<file path="src/rtl/channel_initiator.sv">
// Channel-side initiator: selects a CU, issues one command, then moves data over the bus-and-tag channel.
// Optional watchdog on tag responses is enabled with the CHANNEL_TIMEOUT_EN macro.
module channel_initiator #(
    parameter logic [15:0] TIMEOUT_CYCLES = 16'd1000
) (
    input  logic        clk,
    input  logic        reset,
    input  logic        start,
    input  logic [7:0]  dev_address,
    input  logic [7:0]  cmd,
    input  logic [15:0] byte_count,
    input  logic [7:0]  wr_data,
    input  logic        wr_valid,
    output logic        wr_ready,
    output logic [7:0]  rd_data,
    output logic        rd_valid,
    output logic [7:0]  status,
    output logic [15:0] xfer_count,
    output logic        busy,
    output logic        done,
    output logic        error,
    output logic [7:0]  bus_out,
    input  logic [7:0]  bus_in,
    output logic        operational_out,
    output logic        address_out,
    output logic        command_out,
    output logic        service_out,
    output logic        select_out,
    output logic        hold_out,
    output logic        suppress_out,
    input  logic        operational_in,
    input  logic        address_in,
    input  logic        status_in,
    input  logic        service_in,
    input  logic        request_in,
    input  logic        select_in
);
    typedef enum logic [3:0] {
        S_IDLE, S_SEL, S_ADDR, S_CMD, S_ISTAT, S_ISTAT_ACK, S_DATA,
        S_DACK, S_STOP, S_ESTAT, S_ESTAT_ACK, S_ABORT, S_FIN
    } state_t;

    state_t      state_q;
    logic [7:0]  dev_q;
    logic [7:0]  cmd_q;
    logic [15:0] bcnt_q;
    logic        is_read;
    logic        is_rw;
    logic        op_lost;
    logic        wd_expired;
    logic [15:0] xfer_inc;
    logic        unused_inputs;

    assign is_read       = (cmd_q == 8'h02);
    assign is_rw         = (cmd_q == 8'h01) || is_read;
    assign xfer_inc      = (xfer_count == 16'hFFFF) ? xfer_count : xfer_count + 16'd1;
    assign suppress_out  = 1'b0;
    assign unused_inputs = ^{request_in, select_in};

    // Once the CU has answered selection, losing operational_in is a protocol violation.
    assign op_lost = !operational_in &&
                     (state_q inside {S_ADDR, S_CMD, S_ISTAT, S_ISTAT_ACK, S_DATA,
                                      S_DACK, S_STOP, S_ESTAT, S_ESTAT_ACK});

`ifdef CHANNEL_TIMEOUT_EN
    state_t      last_q;
    logic [15:0] wdog_q;

    // The count is stale on the first cycle of a new state, so expiry is gated until it settles.
    assign wd_expired = (state_q == last_q) && (wdog_q >= TIMEOUT_CYCLES) &&
                        (state_q != S_IDLE) && (state_q != S_FIN);

    always_ff @(posedge clk) begin
        if (reset) begin
            last_q <= S_IDLE;
            wdog_q <= 16'd0;
        end else begin
            last_q <= state_q;
            if (state_q != last_q)
                wdog_q <= 16'd1;
            else if (wdog_q != 16'hFFFF)
                wdog_q <= wdog_q + 16'd1;
        end
    end
`else
    logic [15:0] unused_timeout;
    assign unused_timeout = TIMEOUT_CYCLES;
    assign wd_expired     = 1'b0;
`endif

    always_ff @(posedge clk) begin
        if (reset) begin
            state_q         <= S_IDLE;
            dev_q           <= 8'd0;
            cmd_q           <= 8'd0;
            bcnt_q          <= 16'd0;
            wr_ready        <= 1'b0;
            rd_data         <= 8'd0;
            rd_valid        <= 1'b0;
            status          <= 8'd0;
            xfer_count      <= 16'd0;
            busy            <= 1'b0;
            done            <= 1'b0;
            error           <= 1'b0;
            bus_out         <= 8'd0;
            operational_out <= 1'b0;
            address_out     <= 1'b0;
            command_out     <= 1'b0;
            service_out     <= 1'b0;
            select_out      <= 1'b0;
            hold_out        <= 1'b0;
        end else begin
            operational_out <= 1'b1;
            wr_ready        <= 1'b0;
            rd_valid        <= 1'b0;
            done            <= 1'b0;
            if (wd_expired) begin
                if (state_q == S_ABORT) begin
                    state_q <= S_FIN;
                end else begin
                    error       <= 1'b1;
                    address_out <= 1'b0;
                    command_out <= 1'b0;
                    service_out <= 1'b0;
                    select_out  <= 1'b0;
                    hold_out    <= 1'b0;
                    state_q     <= S_ABORT;
                end
            end else if (op_lost) begin
                error   <= 1'b1;
                state_q <= S_FIN;
            end else begin
                case (state_q)
                    S_IDLE: if (start) begin
                        dev_q       <= dev_address;
                        cmd_q       <= cmd;
                        bcnt_q      <= byte_count;
                        xfer_count  <= 16'd0;
                        error       <= 1'b0;
                        busy        <= 1'b1;
                        bus_out     <= dev_address;
                        address_out <= 1'b1;
                        select_out  <= 1'b1;
                        hold_out    <= 1'b1;
                        state_q     <= S_SEL;
                    end
                    S_SEL: if (operational_in) begin
                        address_out <= 1'b0;
                        state_q     <= S_ADDR;
                    end
                    S_ADDR: if (address_in) begin
                        if (bus_in != dev_q) begin
                            error       <= 1'b1;
                            command_out <= 1'b0;
                            service_out <= 1'b0;
                            select_out  <= 1'b0;
                            hold_out    <= 1'b0;
                            state_q     <= S_ABORT;
                        end else begin
                            bus_out     <= cmd_q;
                            command_out <= 1'b1;
                            state_q     <= S_CMD;
                        end
                    end
                    S_CMD: if (!address_in) begin
                        command_out <= 1'b0;
                        state_q     <= S_ISTAT;
                    end
                    S_ISTAT: if (status_in) begin
                        status      <= bus_in;
                        service_out <= 1'b1;
                        state_q     <= S_ISTAT_ACK;
                    end
                    S_ISTAT_ACK: if (!status_in) begin
                        service_out <= 1'b0;
                        // CU busy, or channel-end plus device-end already, means no data phase.
                        if (status[3] || (status[5:4] == 2'b11))
                            state_q <= S_FIN;
                        else if (is_rw)
                            state_q <= S_DATA;
                        else
                            state_q <= S_ESTAT;
                    end
                    S_DATA: begin
                        if (status_in) begin
                            if (service_in)
                                error <= 1'b1;
                            state_q <= S_ESTAT;
                        end else if (service_in) begin
                            if (xfer_count == bcnt_q) begin
                                command_out <= 1'b1;
                                state_q     <= S_STOP;
                            end else if (is_read) begin
                                rd_data     <= bus_in;
                                rd_valid    <= 1'b1;
                                xfer_count  <= xfer_inc;
                                service_out <= 1'b1;
                                state_q     <= S_DACK;
                            end else if (wr_valid) begin
                                bus_out     <= wr_data;
                                wr_ready    <= 1'b1;
                                xfer_count  <= xfer_inc;
                                service_out <= 1'b1;
                                state_q     <= S_DACK;
                            end
                        end
                    end
                    S_DACK: if (!service_in) begin
                        service_out <= 1'b0;
                        state_q     <= S_DATA;
                    end
                    S_STOP: if (!service_in) begin
                        command_out <= 1'b0;
                        state_q     <= S_ESTAT;
                    end
                    S_ESTAT: if (status_in) begin
                        status      <= bus_in;
                        service_out <= 1'b1;
                        state_q     <= S_ESTAT_ACK;
                    end
                    S_ESTAT_ACK: if (!status_in) begin
                        service_out <= 1'b0;
                        state_q     <= S_FIN;
                    end
                    S_ABORT: begin
                        address_out <= 1'b0;
                        command_out <= 1'b0;
                        service_out <= 1'b0;
                        select_out  <= 1'b0;
                        hold_out    <= 1'b0;
                        if (!operational_in)
                            state_q <= S_FIN;
                    end
                    S_FIN: begin
                        address_out <= 1'b0;
                        command_out <= 1'b0;
                        service_out <= 1'b0;
                        select_out  <= 1'b0;
                        hold_out    <= 1'b0;
                        busy        <= 1'b0;
                        done        <= 1'b1;
                        state_q     <= S_IDLE;
                    end
                    default: state_q <= S_IDLE;
                endcase
            end
        end
    end
endmodule

</file>
<file path="config.mk">
export PLATFORM = sky130hd
export DESIGN_NAME = channel_initiator
export DESIGN_NICKNAME = d
export VERILOG_FILES = /design/src/rtl/channel_initiator.sv
export SDC_FILE = /design/constraint.sdc
export NUM_CORES = 1
export LEC_CHECK = 0
export ABC_CLOCK_PERIOD_IN_PS = 2600
export BUFFER_PORTS_ARGS = -buffer_cell sky130_fd_sc_hd__buf_2
export CAP_MARGIN = 0
export CORE_MARGIN = 1
export CORE_UTILIZATION = 36
export CTS_CLUSTER_DIAMETER = 40
export DETAILED_ROUTE_END_ITERATION = 8
export SLEW_MARGIN = 0
export SYNTH_ARGS = -nofsm -noshare
export SYNTH_HDL_FRONTEND = slang
export SYNTH_SLANG_ARGS = --single-unit
export TNS_END_PERCENT = 1
</file>
<file path="constraint.sdc">
create_clock -name clk -period 2.6 [get_ports clk]
set_input_delay 0.39 -clock clk [delete_from_list [all_inputs] [get_ports clk]]
set_output_delay 0.39 -clock clk [all_outputs]
set_load 0.02 [all_outputs]
</file>
==> results of run 1 <==
## layer usage
layer  vias up  global-route usage
met2       138               0.341
met1      2095               0.294
met3        20              0.0396
met4         0              0.0667
li1       2214                   -
met5         -                   0
## worst register-to-register path, stage by stage, from the launching register on
cell and delay (ps):
dfxtp_1 460, or4bb_1 650, buf_4 200, or3_1 300, o2111a_1 180, o311a_1 200, a311oi_1 310
## logic make-up after synthesis
family | share of synthesized area
fa+ha+maj | 0.00281
compound gates | 0.198
other cells | 0.000842
flops | 0.386
mux | 0.0430
simple gates | 0.269
xor+xnor | 0.0550
buf+inv | 0.0446
## per-stage QoR
stage | power, W | cell area (um2) | util
6_report | 0.00594 | 5590 | 0.463
5_1_grt | 0.00636 | 5590 | 0.463
4_1_cts | 0.00596 | 5590 | 0.463
3_5_place_dp | 0.00472 | 5300 | 0.440
3_3_place_gp | 0.00468 | 5300 | 0.440
2_1_floorplan | 0.00381 | 4460 | -
## report_power, final
part	switching [W]	internal, W
clock	0.000522	0.000697
sequential	0.000221	0.00162
combinational	0.00180	0.00109
total	0.00254	0.00340
## sequential cells by signal, indices dropped and copies added, names as in the netlist
register,count
bcnt_q,16
xfer_count,16
bus_out,8
cmd_q,8
dev_q,8
rd_data,8
status,8
state_q,4
address_out,1
busy,1
command_out,1
done,1
error,1
hold_out,1
operational_out,1
rd_valid,1
service_out,1
wr_ready,1
## final timing paths
check | startpoint | endpoint | slack, ps | cells after the start
max reg2reg | state_q[1]$_SDFFE_PP0P_ | state_q[2]$_SDFFE_PP0P_ | 190 | 6
min reg2reg | busy$_SDFFE_PP0P_ | busy$_SDFFE_PP0P_ | 470 | 2
min | byte_count[7] | bcnt_q[7]$_SDFFE_PP0P_ | 290 | 3
max | state_q[1]$_SDFFE_PP0P_ | state_q[2]$_SDFFE_PP0P_ | 190 | 6
## final cells by class
class | instances | area share
tap | 168 | 0.0376
sequential | 86 | 0.308
multi-input combinational | 427 | 0.455
inverter | 5 | 0.00336
timing repair buffer | 138 | 0.145
clock buffer | 11 | 0.0453
clock inverter | 4 | 0.00538
## cell usage after synthesis, types with 4 or more instances
library cell  count  share of area
nor4_1            7         0.0098
o311a_1           4         0.0090
a31oi_1           4         0.0056
buf_4             4         0.0067
and2_1            6         0.0084
clkbuf_1         26          0.022
nor2b_1           4         0.0056
inv_1             5         0.0042
nor3_1            6         0.0067
or4_1            12          0.020
dfxtp_1          86           0.39
o31ai_1           5         0.0084
o211ai_1         11          0.019
mux2i_1          18          0.040
nand4_1           5         0.0070
nand3_1          13          0.015
o21ai_0          24          0.027
xor2_1           28          0.055
nor2_1           44          0.037
a221oi_1          9          0.018
a21oi_1          60          0.067
or3_1            11          0.015
nand2_1         103          0.087
nor4_2            4          0.011
==> results.md, run 1 <==
- Setup-failing EPs final: 0
- IO Pins: 110
- Final WL: between 10,000 and 15,000 um
- Crit path max-delay cell type: or4bb_1
- WP data required: 2830 ps
- Net Count, Synth: just over 600
- Hpwl dp: 10,100 um
- Post-layout nets: 726
- Synth Warn #: 0
- Length of routed met2 wiring: between 6000 and 7000 um
- Post-synth EDFFs: 0
- Class of the worst hold path: in2reg
- Die height: around 110 um
- Commonest non-fill, non-tap cells in the layout: buf_2 (106), nand2_1 (103), dfxtp_1 (86)
- H-tree lvl count: 3
- Least-Margin Pin Slew: 720 ps
- Post-placement cell count: 824
- Final GP Congestion: roughly 0.93
- Leakage power: 2.38 nW
- Worst path cell trace: or4bb_1, buf_4, or3_1, o2111a_1, o311a_1, a311oi_1
- GRT Residual Overflow: 0
- CTS Buffer Depth: 2
- Post-CTS Setup Bufs: 0
- DR pass1 iterations: 5
- Buf/Inv on CP: 1
- Crit path max fanout: 8
- DR vias: about 4,500
- # hold bufs at CTS: 0
- Drc violations: 0
- Top Layer Used: met4
- CP Class: reg2reg
- Ys flop type: dfxtp_1
- Commonest non-fill, non-tap cell in the layout: buf_2
- Critical Path End Type: flop
- Final worst slack: 186 ps
- Die width: 113 um
- Crit path DAT: 2640 ps
- Ant. Diodes: 0
- RSZ-0062 raised after global routing: false
- Fin cells: 839
- Vias per inst: 5.32
- Gr usage total: 0.214
- Core area: 0.0121 mm2
- WHS: approximately 290 ps
- Met1 WL: roughly 6400 um
- Worst slew margin: 0.517
- Cells after Synth: 555
- Root Buffer: clkbuf_16
- Clk_lat worst skew: 340 ps
- Fraction of layout cells with a size suffix above 1: 0.253
- Slowest stage delay, CP: 650 ps
- Startpoint types: flop
- Starting Density: 0.369
- CTS resizes: 0
- Worst slack, placed: 207 ps
- Mapped Area: 0.00446 mm2
- Num rows: 40
- Power per cell area: 1060 mW/mm2
- Setup_tns: 0 ps
- Area occupied by multi-input gates: approximately 0.0025 mm2
- Post-synthesis cell type count: 61
- Seq/Total Area, Yosys: 0.386
- Number of global-route vias before repair: 4,182
- Register area: 0.00172 mm2
- Top delay family on crit path: simple AND/OR/NAND/NOR gates
- Max Clock Skew: between 9 and 10 ps
- TritonCTS clock tree: built
- Post-DRT Antenna Nets: 0
- Mean Syn Cell Area: roughly 8 um2
- CTS Buf Count: 9
- Full die area: 0.0128 mm2
- Worst IR Drop VDD: 422 uV
- Slew Limit Fails: 0
- Fillers: 1,216
- Clock-pin slew on the worst setup and hold paths: 60 ps
- Clk sinks: 86
- Global-route wire length before repair: 21,600 um
- Layout area overhead: 25.4%
- Port Buf Inserts: 106
- Synthesis-stage register bit count: 86
- Fin crit share: 0.929
- Max-cap violations: 0
- Initial DRC Count: 358
- Routed length per instance: between 15 and 20 um
- Async set-reset flop share out of synthesis: 0
- Initial antenna violation count: 0
- Met3 wire length: 636 um
- Outcome: finished, final reports clean
- F_max: 414 MHz
- Largest net degree at the start of global routing: 37
- Final hold vios: 0
- Post-layout min period: 2410 ps
(Power assumes the default switching activity.)
==> run 2: changes to the inputs <==
ABC_CLOCK_PERIOD_IN_PS = 2700   (was 2600)
clock period = 2.7 ns   (was 2.6 ns; I/O delays follow)
==> results.md, run 2 (same netlist as run 1, synthesis figures left out) <==
- CP Class: reg2reg
- Die width: 113 um (unchanged)
- Register area: 0.00172 mm2 (unchanged)
- Post-DRT Antenna Nets: 0 (unchanged)
- Routed length per instance: 16.0 um (+0.64%)
- Layout area overhead: 26.0%
- Commonest non-fill, non-tap cells in the layout: buf_2 (106), nand2_1 (103), dfxtp_1 (86)
- Core area: 0.0121 mm2 (unchanged)
- Die height: 113 um (unchanged)
- Commonest non-fill, non-tap cell in the layout: buf_2
- GRT Residual Overflow: 0 (unchanged)
- CTS Buffer Depth: 2 (unchanged)
- Starting Density: 0.369 (unchanged)
- Min-delay src: byte_count[6]
- Root Buffer: clkbuf_16
- Initial DRC Count: 330 (-7.8%)
- Hpwl dp: 9990 um (-0.59%)
- Leakage power: 2.39 nW (+0.59%)
- Gr usage total: 0.214 (-0.000859)
- Fraction of layout cells with a size suffix above 1: 0.253 (-0.000377)
- Crit. Startpoint: state_q[1]$_SDFFE_PP0P_
- Power per cell area: 1060 mW/mm2 (-0.35%)
- WP data required: 2970 ps (+140 ps)
- Least-Margin Pin Slew: 506 ps (-214 ps)
- Fillers: 1,247 (+2.5%)
- Crit path max fanout: 21 (+13)
- Drc violations: 0 (unchanged)
- Crit path max-delay cell type: dfxtp_1
- # hold bufs at CTS: 0 (unchanged)
- Vias per inst: 5.38 (+1.1%)
- Setup-failing EPs final: 0 (unchanged)
- R2R Path Start: state_q[1]$_SDFFE_PP0P_
- Overall power: 0.00595 W (+0.16%)
- Top flop regs: bcnt_q (16), xfer_count (16)
- Slowest stage delay, CP: 520 ps (-130 ps)
- WHS: 301 ps (+12.7 ps)
- Crit path DAT: 2820 ps (+180 ps)
- DR pass1 iterations: 5 (unchanged)
- DR vias: 4,523 (+1.3%)
- Clock-pin slew on the worst setup and hold paths: 60 ps (about the same)
- Number of global-route vias before repair: 4,148 (-0.81%)
- Setup_tns: 0 ps (unchanged)
- Post-layout min period: 2550 ps (+139 ps)
- Class of the worst hold path: in2reg
- Initial antenna violation count: 0 (unchanged)
- Ant. Diodes: 0 (unchanged)
- CTS Buf Count: 9 (unchanged)
- Fin crit share: 0.946 (+0.0170)
- Max-cap violations: 0 (unchanged)
- Finished Core Util: 0.465 (+0.00238)
- Global-route wire length before repair: 21,500 um (-0.70%)
- Area occupied by multi-input gates: 0.00254 mm2 (unchanged)
- F_max: 392 MHz (-5.4%)
- Worst IR Drop VDD: 514 uV (+22%)
- H-tree lvl count: 3 (unchanged)
- Final WL: 13,500 um (+0.76%)
- Largest net degree at the start of global routing: 37 (unchanged)
- Num rows: 40 (unchanged)
- Final GP Congestion: 0.897 (-3.6%)
- Worst slack, placed: 179 ps (-27.4 ps)
- Worst path cell trace: and4b_1, o21ai_0, nor3_1, o2111ai_2, buf_12, or4_1, a21oi_1
- Post-layout nets: 726 (unchanged)
- Full die area: 0.0128 mm2 (unchanged)
- RSZ-0062 raised after global routing: false
- Slew Limit Fails: 0 (unchanged)
- Final hold vios: 0 (unchanged)
- Clk sinks: 86 (unchanged)
- Max Clock Skew: 8.05 ps (-1.05 ps)
- Final worst slack: 147 ps (-38.7 ps)
- Clk_lat worst skew: 340 ps (about the same)
- Critical Path End Type: flop
- Outcome: finished, final reports clean
- Startpoint types: flop
- IO Pins: 110 (unchanged)
- Worst slew margin: 0.662 (+0.146)
- TritonCTS clock tree: built
- Port Buf Inserts: 106 (unchanged)
run 2: cell count changes in the layout (fill, tap and decap cells not counted), sizes merged:
cell | before | now
bufinv | 0 | 2
clkinv | 2 | 1
run 2: report_power, final:
| group | internal (W) | total [W] | switching (W) | leakage [nW] |
|---|---|---|---|---|
| clock | 0.000838 | 0.00136 | 0.000519 | 0.156 |
| sequential | 0.00156 | 0.00179 | 0.000238 | 0.700 |
| combinational | 0.00109 | 0.00280 | 0.00171 | 1.54 |
run 2: stage by stage:
stage	instance area (um2)	std cells
3_3_place_gp	5280	822
6_report	5610	840
5_1_grt	5610	840
3_5_place_dp	5280	822
2_1_floorplan	4460	555
4_1_cts	5600	838
run 2: final cells by class:
class                   instances  area share
flip-flops and latches         86       0.307
multi-input cells             427       0.453
repair buffers                138       0.142
clock inverters                 5      0.0145
inverters                       5     0.00334
well taps                     168      0.0374
clock buffers                  11      0.0432
run 2: final timing paths:
path | endpoint | slack [ps] | cells after the start
setup / recovery | xfer_count[15]$_SDFFE_PP0P_ | 150 | 7
hold reg to reg | busy$_SDFFE_PP0P_ | 460 | 2
hold / removal | bcnt_q[6]$_SDFFE_PP0P_ | 300 | 3
setup reg to reg | xfer_count[15]$_SDFFE_PP0P_ | 150 | 7
run 2: layer usage:
layer  routed length, um  track usage  vias up
met3                 683       0.0337       24
met2                6040        0.331      132
met1                6380        0.291     2150
met5                   0            0        -
met4                 363       0.0974        0
li1                    -            -     2217
run 2: what timing repair did:
action / in CTS / in global routing
endpoints found under the setup margin: 0 / 2
resized for setup: 0 / 0
buffers inserted: 0 / 2
run 2: worst max-delay path, delay by kind of cell (launching register included):
| kind | cells | cell delay (ps) |
|---|---|---|
| buffers and inverters | 1 | 260 |
| AOI/OAI and AO/OA | 3 | 610 |
| and+or+nand+nor | 3 | 1100 |
| DFF | 1 | 520 |
